==> src/rtl/or1200_enc_seed_dispatch.sv <==
// ---------------------------------------------------------------------------
// or1200_enc_seed_dispatch
//
// Initiator side of the seed/unstall handshake into the load/store encryption
// FSM pair. Seed-setup operations from decode are queued in a small FIFO. They
// are issued one at a time as a single-cycle seed_read strobe carrying
// seed/address/immediate. The block then waits for the selected engine to
// return unstall: the load path when imm[10]=1, otherwise the store path.
//
// Optional build macro: OR1200_ENC_SEED_TIMEOUT_EN
//   When defined, a watchdog aborts a wait after TIMEOUT_CYC cycles and sets
//   the sticky timeout_err flag. When undefined, a wait never ends without
//   unstall and timeout_err is tied to 0.
//
// Ports
//   clk, rst         core clock, synchronous active-high reset
//   req_valid/ready  decode-side push handshake (ready = FIFO not full)
//   req_seed/addr/imm operation payload (imm[10] selects load/store path)
//   seed_read        one-cycle issue strobe toward the encryption top
//   seed_out, seed_addr_out, seed_imm_out
//                    issued payload, forced to 0 outside the strobe
//   unstall_load/store engine completion pulses
//   enc_busy         pipeline stall request (queue non-empty or dispatch active)
//   fifo_count       occupied FIFO entries
//   timeout_err      sticky watchdog flag
// ---------------------------------------------------------------------------
module or1200_enc_seed_dispatch #(
  parameter int unsigned DEPTH       = 4,
  parameter int unsigned PTR_W       = 2,
  parameter int unsigned TIMEOUT_CYC = 255
) (
  input  logic             clk,
  input  logic             rst,
  input  logic             req_valid,
  output logic             req_ready,
  input  logic [31:0]      req_seed,
  input  logic [4:0]       req_addr,
  input  logic [10:0]      req_imm,
  output logic             seed_read,
  output logic [31:0]      seed_out,
  output logic [4:0]       seed_addr_out,
  output logic [10:0]      seed_imm_out,
  input  logic             unstall_load,
  input  logic             unstall_store,
  output logic             enc_busy,
  output logic [PTR_W:0]   fifo_count,
  output logic             timeout_err
);

  localparam int unsigned ENT_W = 48;

  typedef enum logic [1:0] {
    S_IDLE    = 2'd0,
    S_ISSUE   = 2'd1,
    S_WAIT_LD = 2'd2,
    S_WAIT_ST = 2'd3
  } state_e;

  // FIFO storage holds payload only; it carries no reset.
  logic [ENT_W-1:0] mem_q [DEPTH];
  logic [PTR_W-1:0] wr_ptr_q, wr_ptr_d;
  logic [PTR_W-1:0] rd_ptr_q, rd_ptr_d;
  logic [PTR_W:0]   count_q, count_d;
  logic             full, push, pop;
  logic [ENT_W-1:0] head;

  state_e           state_q, state_d;

  // Issue registers: loaded on the IDLE->ISSUE transition, so the strobe and
  // payload come straight from flops and stay glitch-free toward the engines.
  logic             seed_read_q, seed_read_d;
  logic [31:0]      seed_q, seed_d;
  logic [4:0]       addr_q, addr_d;
  logic [10:0]      imm_q, imm_d;

  assign full      = (count_q == (PTR_W+1)'(DEPTH));
  assign req_ready = ~full;
  // Readiness depends only on the registered count. A pop in the same cycle
  // therefore does not let a push into a full FIFO.
  assign push      = req_valid & ~full;
  assign pop       = (state_q == S_ISSUE);
  assign head      = mem_q[rd_ptr_q];

  always_comb begin
    wr_ptr_d = wr_ptr_q;
    rd_ptr_d = rd_ptr_q;
    count_d  = count_q;
    if (push) wr_ptr_d = wr_ptr_q + PTR_W'(1);
    if (pop)  rd_ptr_d = rd_ptr_q + PTR_W'(1);
    case ({push, pop})
      2'b10:   count_d = count_q + (PTR_W+1)'(1);
      2'b01:   count_d = count_q - (PTR_W+1)'(1);
      default: count_d = count_q;
    endcase
  end

  always_ff @(posedge clk) begin
    if (push) mem_q[wr_ptr_q] <= {req_seed, req_addr, req_imm};
  end

`ifdef OR1200_ENC_SEED_TIMEOUT_EN
  localparam int unsigned TO_W =
    ($clog2(TIMEOUT_CYC + 1) > 8) ? $clog2(TIMEOUT_CYC + 1) : 8;
  logic [TO_W-1:0] wcnt_q, wcnt_d;
  logic            terr_q, terr_d;
`endif

  always_comb begin
    state_d     = state_q;
    seed_read_d = 1'b0;
    seed_d      = '0;
    addr_d      = '0;
    imm_d       = '0;
`ifdef OR1200_ENC_SEED_TIMEOUT_EN
    wcnt_d      = wcnt_q;
    terr_d      = terr_q;
`endif
    case (state_q)
      S_IDLE: begin
        if (count_q != '0) begin
          state_d                = S_ISSUE;
          seed_read_d            = 1'b1;
          {seed_d, addr_d, imm_d} = head;
        end
      end
      S_ISSUE: begin
        // imm_q still holds the entry being issued this cycle.
        state_d = imm_q[10] ? S_WAIT_LD : S_WAIT_ST;
`ifdef OR1200_ENC_SEED_TIMEOUT_EN
        wcnt_d  = '0;
`endif
      end
      S_WAIT_LD, S_WAIT_ST: begin
        // Only the path that owns the issued operation may release the wait.
        if ((state_q == S_WAIT_LD) ? unstall_load : unstall_store) begin
          state_d = S_IDLE;
        end
`ifdef OR1200_ENC_SEED_TIMEOUT_EN
        else if (wcnt_q == TO_W'(TIMEOUT_CYC - 1)) begin
          state_d = S_IDLE;
          terr_d  = 1'b1;
        end else begin
          wcnt_d = wcnt_q + TO_W'(1);
        end
`endif
      end
      default: state_d = S_IDLE;
    endcase
  end

  always_ff @(posedge clk) begin
    if (rst) begin
      state_q     <= S_IDLE;
      wr_ptr_q    <= '0;
      rd_ptr_q    <= '0;
      count_q     <= '0;
      seed_read_q <= 1'b0;
      seed_q      <= '0;
      addr_q      <= '0;
      imm_q       <= '0;
    end else begin
      state_q     <= state_d;
      wr_ptr_q    <= wr_ptr_d;
      rd_ptr_q    <= rd_ptr_d;
      count_q     <= count_d;
      seed_read_q <= seed_read_d;
      seed_q      <= seed_d;
      addr_q      <= addr_d;
      imm_q       <= imm_d;
    end
  end

`ifdef OR1200_ENC_SEED_TIMEOUT_EN
  always_ff @(posedge clk) begin
    if (rst) begin
      wcnt_q <= '0;
      terr_q <= 1'b0;
    end else begin
      wcnt_q <= wcnt_d;
      terr_q <= terr_d;
    end
  end
  assign timeout_err = terr_q;
`else
  assign timeout_err = 1'b0;
`endif

  assign seed_read     = seed_read_q;
  assign seed_out      = seed_q;
  assign seed_addr_out = addr_q;
  assign seed_imm_out  = imm_q;
  assign enc_busy      = (count_q != '0) | (state_q != S_IDLE);
  assign fifo_count    = count_q;

endmodule
==> config.mk <==
export PLATFORM = sky130hd
export DESIGN_NAME = or1200_enc_seed_dispatch
export DESIGN_NICKNAME = d
export VERILOG_FILES = /design/src/rtl/or1200_enc_seed_dispatch.sv
export SDC_FILE = /design/constraint.sdc
export NUM_CORES = 1
export LEC_CHECK = 0
export CAP_MARGIN = 20
export CORE_ASPECT_RATIO = 0.5
export CORE_UTILIZATION = 66
export DETAILED_ROUTE_END_ITERATION = 10
export DONT_BUFFER_PORTS = 1
export PLACE_DENSITY = 0.85
export SYNTH_ARGS = -nofsm -noshare
export SYNTH_HDL_FRONTEND = slang
export SYNTH_SLANG_ARGS = --single-unit
==> constraint.sdc <==
create_clock -name clk -period 7.2 [get_ports clk]
set_input_delay 1.44 -clock clk [delete_from_list [all_inputs] [get_ports clk]]
set_output_delay 1.44 -clock clk [all_outputs]
set_load 0.03 [all_outputs]
; ---- After elaboration in Yosys (flattened, before gate mapping)
; Memories as Yosys holds them, arrays and structs flattened. A register that Yosys moved wholly into a read port is not among the register bits.
; Cells that the tools add are included.
; Widths: inputs -> output; s select.
[totals]
output_inout_bits = 55
wordCells = 40
reg_bits = 10
in_bits = 53
n_memories = 1
ramBits = 192
[memory_table]
columns = memory, words, width, read_ports, rd_ports_with_merged_regs, write_ports, line_no
row1 = mem_q, 4, 48, 1, 1, 1, 60  ; logic [ENT_W-1:0] mem_q [DEPTH];
[classes]
n_addsub = 4
bitwise_logic = 5
reduce_logical = 8
muxes = 9
n_eq_ne = 8
[op_table]
columns = op, count
row1 = $eq 2x2->1 const B, 3
row2 = $pmux 2 s3, 1
row3 = $pmux 3 s2, 1
row4 = $mux 1, 5
row5 = $add 2x1->2 const B, 2
row6 = $eq 2x1->1 const B, 2
row7 = $mux 2, 2
row8 = $ne 2x2->1 const B, 2
row9 = $reduce_bool 2->1, 2
row10 = $reduce_or 2->1, 2
row11 = $add 3x1->3 const B, 1
row12 = $eq 3x3->1 const B, 1
row13 = $not 1->1, 3
row14 = $reduce_bool 3->1, 1
row15 = $reduce_or 3->1, 1
row16 = $sub 3x1->3 const B, 1
row17 = $logic_not 2->1, 1
row18 = $reduce_and 2->1, 1
row19 = $and 1x1->1, 1
row20 = $or 1x1->1, 1

; ---- Depth between registers and ports, before layout
; Gate-level depths: netlist of the first run.
[logic_depth]
word_depth = 5
depth_mapped = 9

; ---- Worst setup path before layout of the first run
; OpenSTA, ideal clock, no wires.
[synth_path]
path_kind = input to register
start = input port req_valid
end = memory mem_q[0][0] (enable)
required_ns = 6.790
path_slack_ns = 3.788
stages = 2
n_path_buf = 0
arrival_time_ns = 3.001
path_cell_list = a21boi_1 > and2_1
[synth_between]
elab_chain_cells = 3
[synth_rtl]
columns = element, line_no
row1 = start: declaration, 34  ; input logic req_valid,
row2 = $and 1x1->1, 80  ; assign push = req_valid & ~full;
row3 = $mux 1, 98  ; if (push) mem_q[wr_ptr_q] <= {req_seed, req_addr, req_imm};
row4 = $mux 1 (not written as such), 98
row5 = end: declaration, 60
; Every way passes these cells.

; ---- Worst setup path in the final report of the first run
[layout_path]
start = register count_q[0], in the netlist fifo_count[0]
end = output port enc_busy
[layout_between]
elab_chain_cells = 2
[layout_rtl]
columns = element, line_no
row1 = start: declaration, 63  ; logic [PTR_W:0] count_q, count_d;
row2 = start signal: assignment, 165  ; count_q <= count_d;
row3 = $reduce_bool 3->1, 192  ; assign enc_busy = (count_q != '0) | (state_q != S_IDLE);
row4 = $or 1x1->1, 192
row5 = end: declaration, 45  ; output logic enc_busy,
; Every way passes these cells.

==> results.py, run 1 <==
metrics = {
    "worst_hold_path": {
        "hold_path.class": "reg2reg",
    },
    "pwr": {
        "power_mw": 3.59,
        "leakage_nw": 3.08,
        "power_density_nw_per_um2": 376,
        "ir_worst_vdd_uv": 260,
    },
    "timing": {
        "tightest_slew_ps": 992,
        "rsz0062_at_grt": "no",
        "fin_worst_hold_slack_ps": 599,
        "maxSlewHeadroom": 0.339,
        "finalCritPeriodShare": 0.428,
        "finalSetupViolations": 0,
        "finalMaxSlewViolations": 0,
        "max_freq_mhz": 325,
        "hold_viol": 0,
        "skew_ps": 10.5,
        "post-route-min-period_ps": 3080,
        "tns_ps": 0,
    },
    "cts": {
        "cts-buffers-inserted": 20,
        "cts_buffer_depth": 3,
        "cts_tree": "yes",
        "cts-htree-levels": 1,
        "postCtsSetupBuffers": 0,
        "cts_sinks": 250,
        "hold_buffers": 0,
        "ctsResizeCount": 0,
        "cts.clk_slew.worst_paths_ps": 70,
        "clk-insertion-delay-late_ps": 500,
        "cts-root-buf": "clkbuf_16",
    },
    "synth": {
        "synthCells": 417,
        "yosys_warnings": 0,
        "synth_ff_type": "edfxtp_1",
        "synthArstFlopShare": 0,
        "netlist_area_sq_um": 8810,
        "synth_cell_type_count": 30,
        "ys_seq_elements": 250,
        "synth_area_per_cell_sq_um": 21.1,
        "syn_nets": 476,
        "synth_edf_count": 192,
        "ys_seq_area_frac": 0.787,
    },
    "routing": {
        "antenna_left": 0,
        "vias": 3690,
        "first_pass_iters": 9,
        "drt_drc_violations_left": 12,
        "wl_met3_mm": 1.04,
        "wl_met1_mm": 5.81,
        "dr.max_layer_used": "met4",
        "viasPerCell": 6.05,
        "avgRoutedWirePerCell_microns": 24.0,
        "wl_met2_mm": 7.48,
        "drt_iter0_markers": 235,
        "wl_mm": 14.6,
    },
    "placed_design": {
        "placed_cells": 574,
        "routabilityCongestion": 0.769,
        "portBuffers": 0,
        "dpl.hpwl_mm": 8.58,
    },
    "cells_and_area": {
        "drive_gt1_frac": 0.205,
        "areaGrowthSynthToFinish_pct": 8.53,
        "final_cells": 610,
        "n_fill_cell": 695,
        "multi_input_area_sq_um": 1710,
        "register_area_sq_um": 6930,
        "diodes": 0,
        "nets": 485,
    },
    "worst_setup_path": {
        "crit_fanout": 5,
        "startpoint_type": "flop",
        "required_ps": 5760,
        "cp-end-kind": "output port",
        "crit_type": "reg2out",
        "cp_data_arrival_time_ps": 1640,
    },
    "grt": {
        "grt_pass1_vias": 3904,
        "grt_pass1_wl_mm": 22.6,
        "grt.total_usage": 0.226,
        "antenna_found_initial": 0,
        "grt_overflow": 0,
        "grt_max_degree": 51,
    },
    "die": {
        "die_h_microns": 83.7,
        "die_width_microns": 165,
        "core_sq_um": 12800,
        "start_util": 0.686,
        "num_io_pins": 108,
        "fp.dieArea_sq_um": 13800,
        "std_cell_rows": 29,
    },
    "outcome": {
        "violations": "design-rule violations",
        "status": "finished, violations left",
    },
    "run": {
        "drv_cap": 0,
    },
}
==> power by group <==
| group | switching [mW] | leakage [nW] | internal [mW] |
|---|---|---|---|
| clock network | 0.468 | 0.319 | 0.602 |
| logic | 0.222 | 0.522 | 0.251 |
| registers | 0.296 | 2.24 | 1.75 |
==> registers in the layout, indices dropped and copies added, names as in the netlist <==
name and cells:
seed_read 1, rd_ptr_q 2, fifo_count 3, seed_imm_out 11, state_q 2, seed_addr_out 5
mem_q 192, seed_out 32, wr_ptr_q 2
==> cell usage in the layout (no fill, tap or decap), types with 2 or more instances in the layout <==
cell	netlist	final
edfxtp_1	192	192
dfxtp_1	58	56
nor2b_1	49	49
mux4_2	48	48
clkbuf_16	0	21
nor2_1	10	10
inv_1	7	7
ha_1	5	5
clkbuf_1	3	5
buf_4	2	5
nand2_1	4	4
and2_2	0	4
clkinv_2	0	4
nand2b_1	3	3
xor2_1	3	3
a21oi_1	3	3
clkbuf_8	0	3
clkinv_1	0	2
==> metrics by stage <==
step	util	area [sq um]	worst slack, ps
6_report	0.744	9560	4120
4_1_cts	0.744	9560	4150
2_1_floorplan	-	8810	3790
3_3_place_gp	0.694	8910	3940
3_5_place_dp	0.694	8910	3800
5_1_grt	0.744	9560	4110
==> cells in the mapped netlist, types with 3 or more instances <==
master,n,area share
xor2_1,3,0.0030
ha_1,5,0.0071
a21oi_1,3,0.0017
nand2_1,4,0.0017
dfxtp_1,58,0.13
buf_6,10,0.013
nor2b_1,49,0.035
and2_1,4,0.0028
clkbuf_1,3,0.0013
edfxtp_1,192,0.65
inv_1,7,0.0030
nor2_1,10,0.0043
mux4_2,48,0.12
nand2b_1,3,0.0021
==> path summary, 6_finish.rpt <==
| check | cells after the start | to | slack (ps) | start |
|---|---|---|---|---|
| hold reg to reg | 2 | state_q[0] | 600 | state_q[0] |
| setup reg to reg | 4 | mem_q[0][39] | 4530 | fifo_count[0] |
| hold / removal | 2 | state_q[0] | 600 | state_q[0] |
| setup / recovery | 2 | enc_busy | 4120 | fifo_count[0] |
==> kinds of logic (layout without fill, tap and decap cells) <==
group,count (synthesis),in the layout,share of synthesized area
buffers and inverters,25,48,0.0203
muxes,50,50,0.125
DFF,250,250,0.787
adders and majority gates,6,6,0.00938
other,1,1,0.000426
xor gates and xnor gates,4,4,0.00398
and+or+nand+nor,76,76,0.0510
AOI/OAI and AO/OA,5,5,0.00313
==> final cells by class <==
class	instances	area share
timing repair buffer	5	0.00393
tap	170	0.0223
inverter	7	0.00275
sequential	250	0.725
clock buffer	29	0.0613
multi-input combinational	142	0.178
clock inverter	7	0.00602
==> per-layer routing <==
metal | vias to the layer above | GRT usage
met3 | 32 | 0.0641
met2 | 135 | 0.378
met4 | 0 | 0.0545
li1 | 1613 | -
met1 | 1910 | 0.297
met5 | - | 0
==> critical path, stage by stage (launching register included) <==
cell and delay [ps]:
dfxtp_1 450, nor3_1 390, nand2_1 310
(Power assumes the default switching activity.)
==> run 2, diff against run 1 <==
--- a/config.mk
+++ b/config.mk
@@ -7,10 +7,10 @@
 export LEC_CHECK = 0
 export CAP_MARGIN = 20
 export CORE_ASPECT_RATIO = 0.5
-export CORE_UTILIZATION = 66
+export CORE_UTILIZATION = 56
 export DETAILED_ROUTE_END_ITERATION = 10
 export DONT_BUFFER_PORTS = 1
-export PLACE_DENSITY = 0.85
+export PLACE_DENSITY = 0.77
 export SYNTH_ARGS = -nofsm -noshare
 export SYNTH_HDL_FRONTEND = slang
 export SYNTH_SLANG_ARGS = --single-unit
==> constraint.sdc (replaced) <==
create_clock -name clk -period 2.8 [get_ports clk]
set_input_delay 0.56 -clock clk [delete_from_list [all_inputs] [get_ports clk]]
set_output_delay 0.56 -clock clk [all_outputs]
set_load 0.03 [all_outputs]
==> run 2 against run 1 <==
Net effect:
- the flow now finishes without violations
- sequential cell count stayed put
- combinational power grew to 2.9 times the previous value
- utilization is 9.1 points lower
- clock power grew to 2.7 times the previous value
- power grew to 2.6 times the previous value
- critical path depth is 6 higher
- global-route usage is 4.1 points lower
- largest power group unchanged
- highest routed layer unchanged
==> results.py, run 2 (same netlist as run 1, synthesis figures left out) <==
metrics = {
    "outcome": {
        "status": "finished, final reports clean",
    },
    "worst_setup_path": {
        "cp_data_arrival_time_ps": 2640,
        "crit_buf_inv": 2,
        "crit_slowest_cell": "dfxtp_1",
        "reg2reg_depth": 8,
        "worst-path-stages": 8,
        "rrSetupSlack_ps": 580,
        "crit_type": "reg2reg",
        "crit_family": "flip-flops",
        "startpoint_type": "flop",
        "path_cells": "a21boi_1, inv_1, ha_1, inv_1, fa_1, xor2_1, or3_1, a21oi_1",
        "cp-end-kind": "flop",
        "required_ps": 3230,
        "cp_slowest_stage_delay_ps": 570,
        "cpMostUsedCell": "inv_1",
        "crit_fanout": 7,
    },
    "placed_design": {
        "routabilityCongestion": 0.710,
        "placed_cells": 610,
        "portBuffers": 0,
        "placed_area_sq_um": 9030,
        "dpl.hpwl_mm": 7.88,
        "place_ws_ps": 572,
    },
    "pwr": {
        "power_density_nw_per_um2": 969,
        "leakage_nw": 3.14,
        "ir_worst_vdd_uv": 577,
    },
    "cts": {
        "cts_buffer_depth": 3,
        "cts-buffers-inserted": 22,
        "postCtsSetupBuffers": 0,
        "clk-insertion-delay-late_ps": 500,
        "cts-htree-levels": 1,
        "cts-root-buf": "clkbuf_16",
        "ctsResizeCount": 0,
        "cts_sinks": 250,
        "cts.clk_slew.worst_paths_ps": 70,
        "hold_buffers": 0,
        "cts_tree": "yes",
    },
    "grt": {
        "grt_max_degree": 51,
        "grt.total_usage": 0.185,
        "grt_pass1_vias": 4041,
        "grt_pass1_wl_mm": 22.3,
        "antenna_found_initial": 0,
        "grt_overflow": 0,
    },
    "timing": {
        "rsz0062_at_grt": "no",
        "finalCritPeriodShare": 0.791,
        "post-route-min-period_ps": 2220,
        "finalSetupViolations": 0,
        "tns_ps": 0,
        "finalMaxSlewViolations": 0,
        "hold_viol": 0,
        "max_freq_mhz": 451,
        "maxSlewHeadroom": 0.529,
        "tightest_slew_ps": 707,
        "skew_ps": 9.28,
        "layout_setup_ws_ps": 585,
    },
    "routing": {
        "avgRoutedWirePerCell_microns": 21.7,
        "first_pass_iters": 7,
        "drt_iter0_markers": 267,
        "viasPerCell": 5.58,
        "drt_drc_violations_left": 0,
        "wl_mm": 14.1,
        "antenna_left": 0,
        "vias": 3624,
    },
    "die": {
        "fp.dieArea_sq_um": 16300,
        "die_h_microns": 90.7,
        "std_cell_rows": 31,
        "die_width_microns": 179,
        "core_sq_um": 14900,
        "num_io_pins": 108,
        "start_util": 0.591,
    },
    "cells_and_area": {
        "areaGrowthSynthToFinish_pct": 10.5,
        "mostFrequentLayoutCells": "edfxtp_1 (192), dfxtp_1 (56), nor2b_1 (49), mux4_2 (48), clkbuf_16 (23)",
        "final_common_cell": "edfxtp_1",
        "final_cells": 650,
        "regMostFlops": "mem_q",
        "drive_gt1_frac": 0.221,
        "nets": 495,
        "stdcell_area_sq_um": 9730,
        "diodes": 0,
        "largest_reg_flops": 192,
    },
    "run": {
        "drv_cap": 0,
    },
    "worst_hold_path": {
        "whs_path_depth": 1,
        "hold_path.class": "in2reg",
    },
}
run 2: cell count changes in the layout (fill, tap and decap cells not counted), sizes merged:
cell / change
clkinvlp: +1
clkinv: +1
clkbuf: +2
buf: +8
run 2: through the flow:
step | power, mW | util | hold slack, ps
detailed placement | 6.64 | 0.607 | 514
finish | 9.43 | 0.653 | 125
global route | 9.83 | 0.653 | 103
CTS | 9.55 | 0.653 | 108
global placement | 6.61 | 0.607 | 507
floorplan | 6.35 | - | 482
run 2: path summary, 6_finish.rpt:
check                              startpoint       endpoint
worst max-delay path            fifo_count[2]  fifo_count[2]
worst min register to register    wr_ptr_q[1]    wr_ptr_q[1]
worst min-delay path                      rst  fifo_count[0]
worst max register to register  fifo_count[2]  fifo_count[2]
run 2: routing by layer:
layer,GRT usage,part of all wire,routed length (microns)
met5,0,0,0
met4,0.0406,0.016,223
met3,0.0535,0.066,930
met2,0.307,0.49,6960
met1,0.244,0.42,5990
run 2: layout make-up:
| cell class | count | area (sq um) |
|---|---|---|
| fillers | 1012 | 5160 |
| clock buffers | 31 | 616 |
| well taps | 198 | 248 |
| repair buffers | 13 | 123 |
| clock inverters | 9 | 81.3 |
| multi-input cells | 142 | 1710 |
| flip-flops and latches | 250 | 6930 |
| inverters | 7 | 26.3 |
run 2: power breakdown:
group          leakage (nW)  switching [mW]  internal (mW)
clock                 0.339            1.28           1.64
sequential             2.24           0.624           4.51
combinational         0.570           0.676          0.701
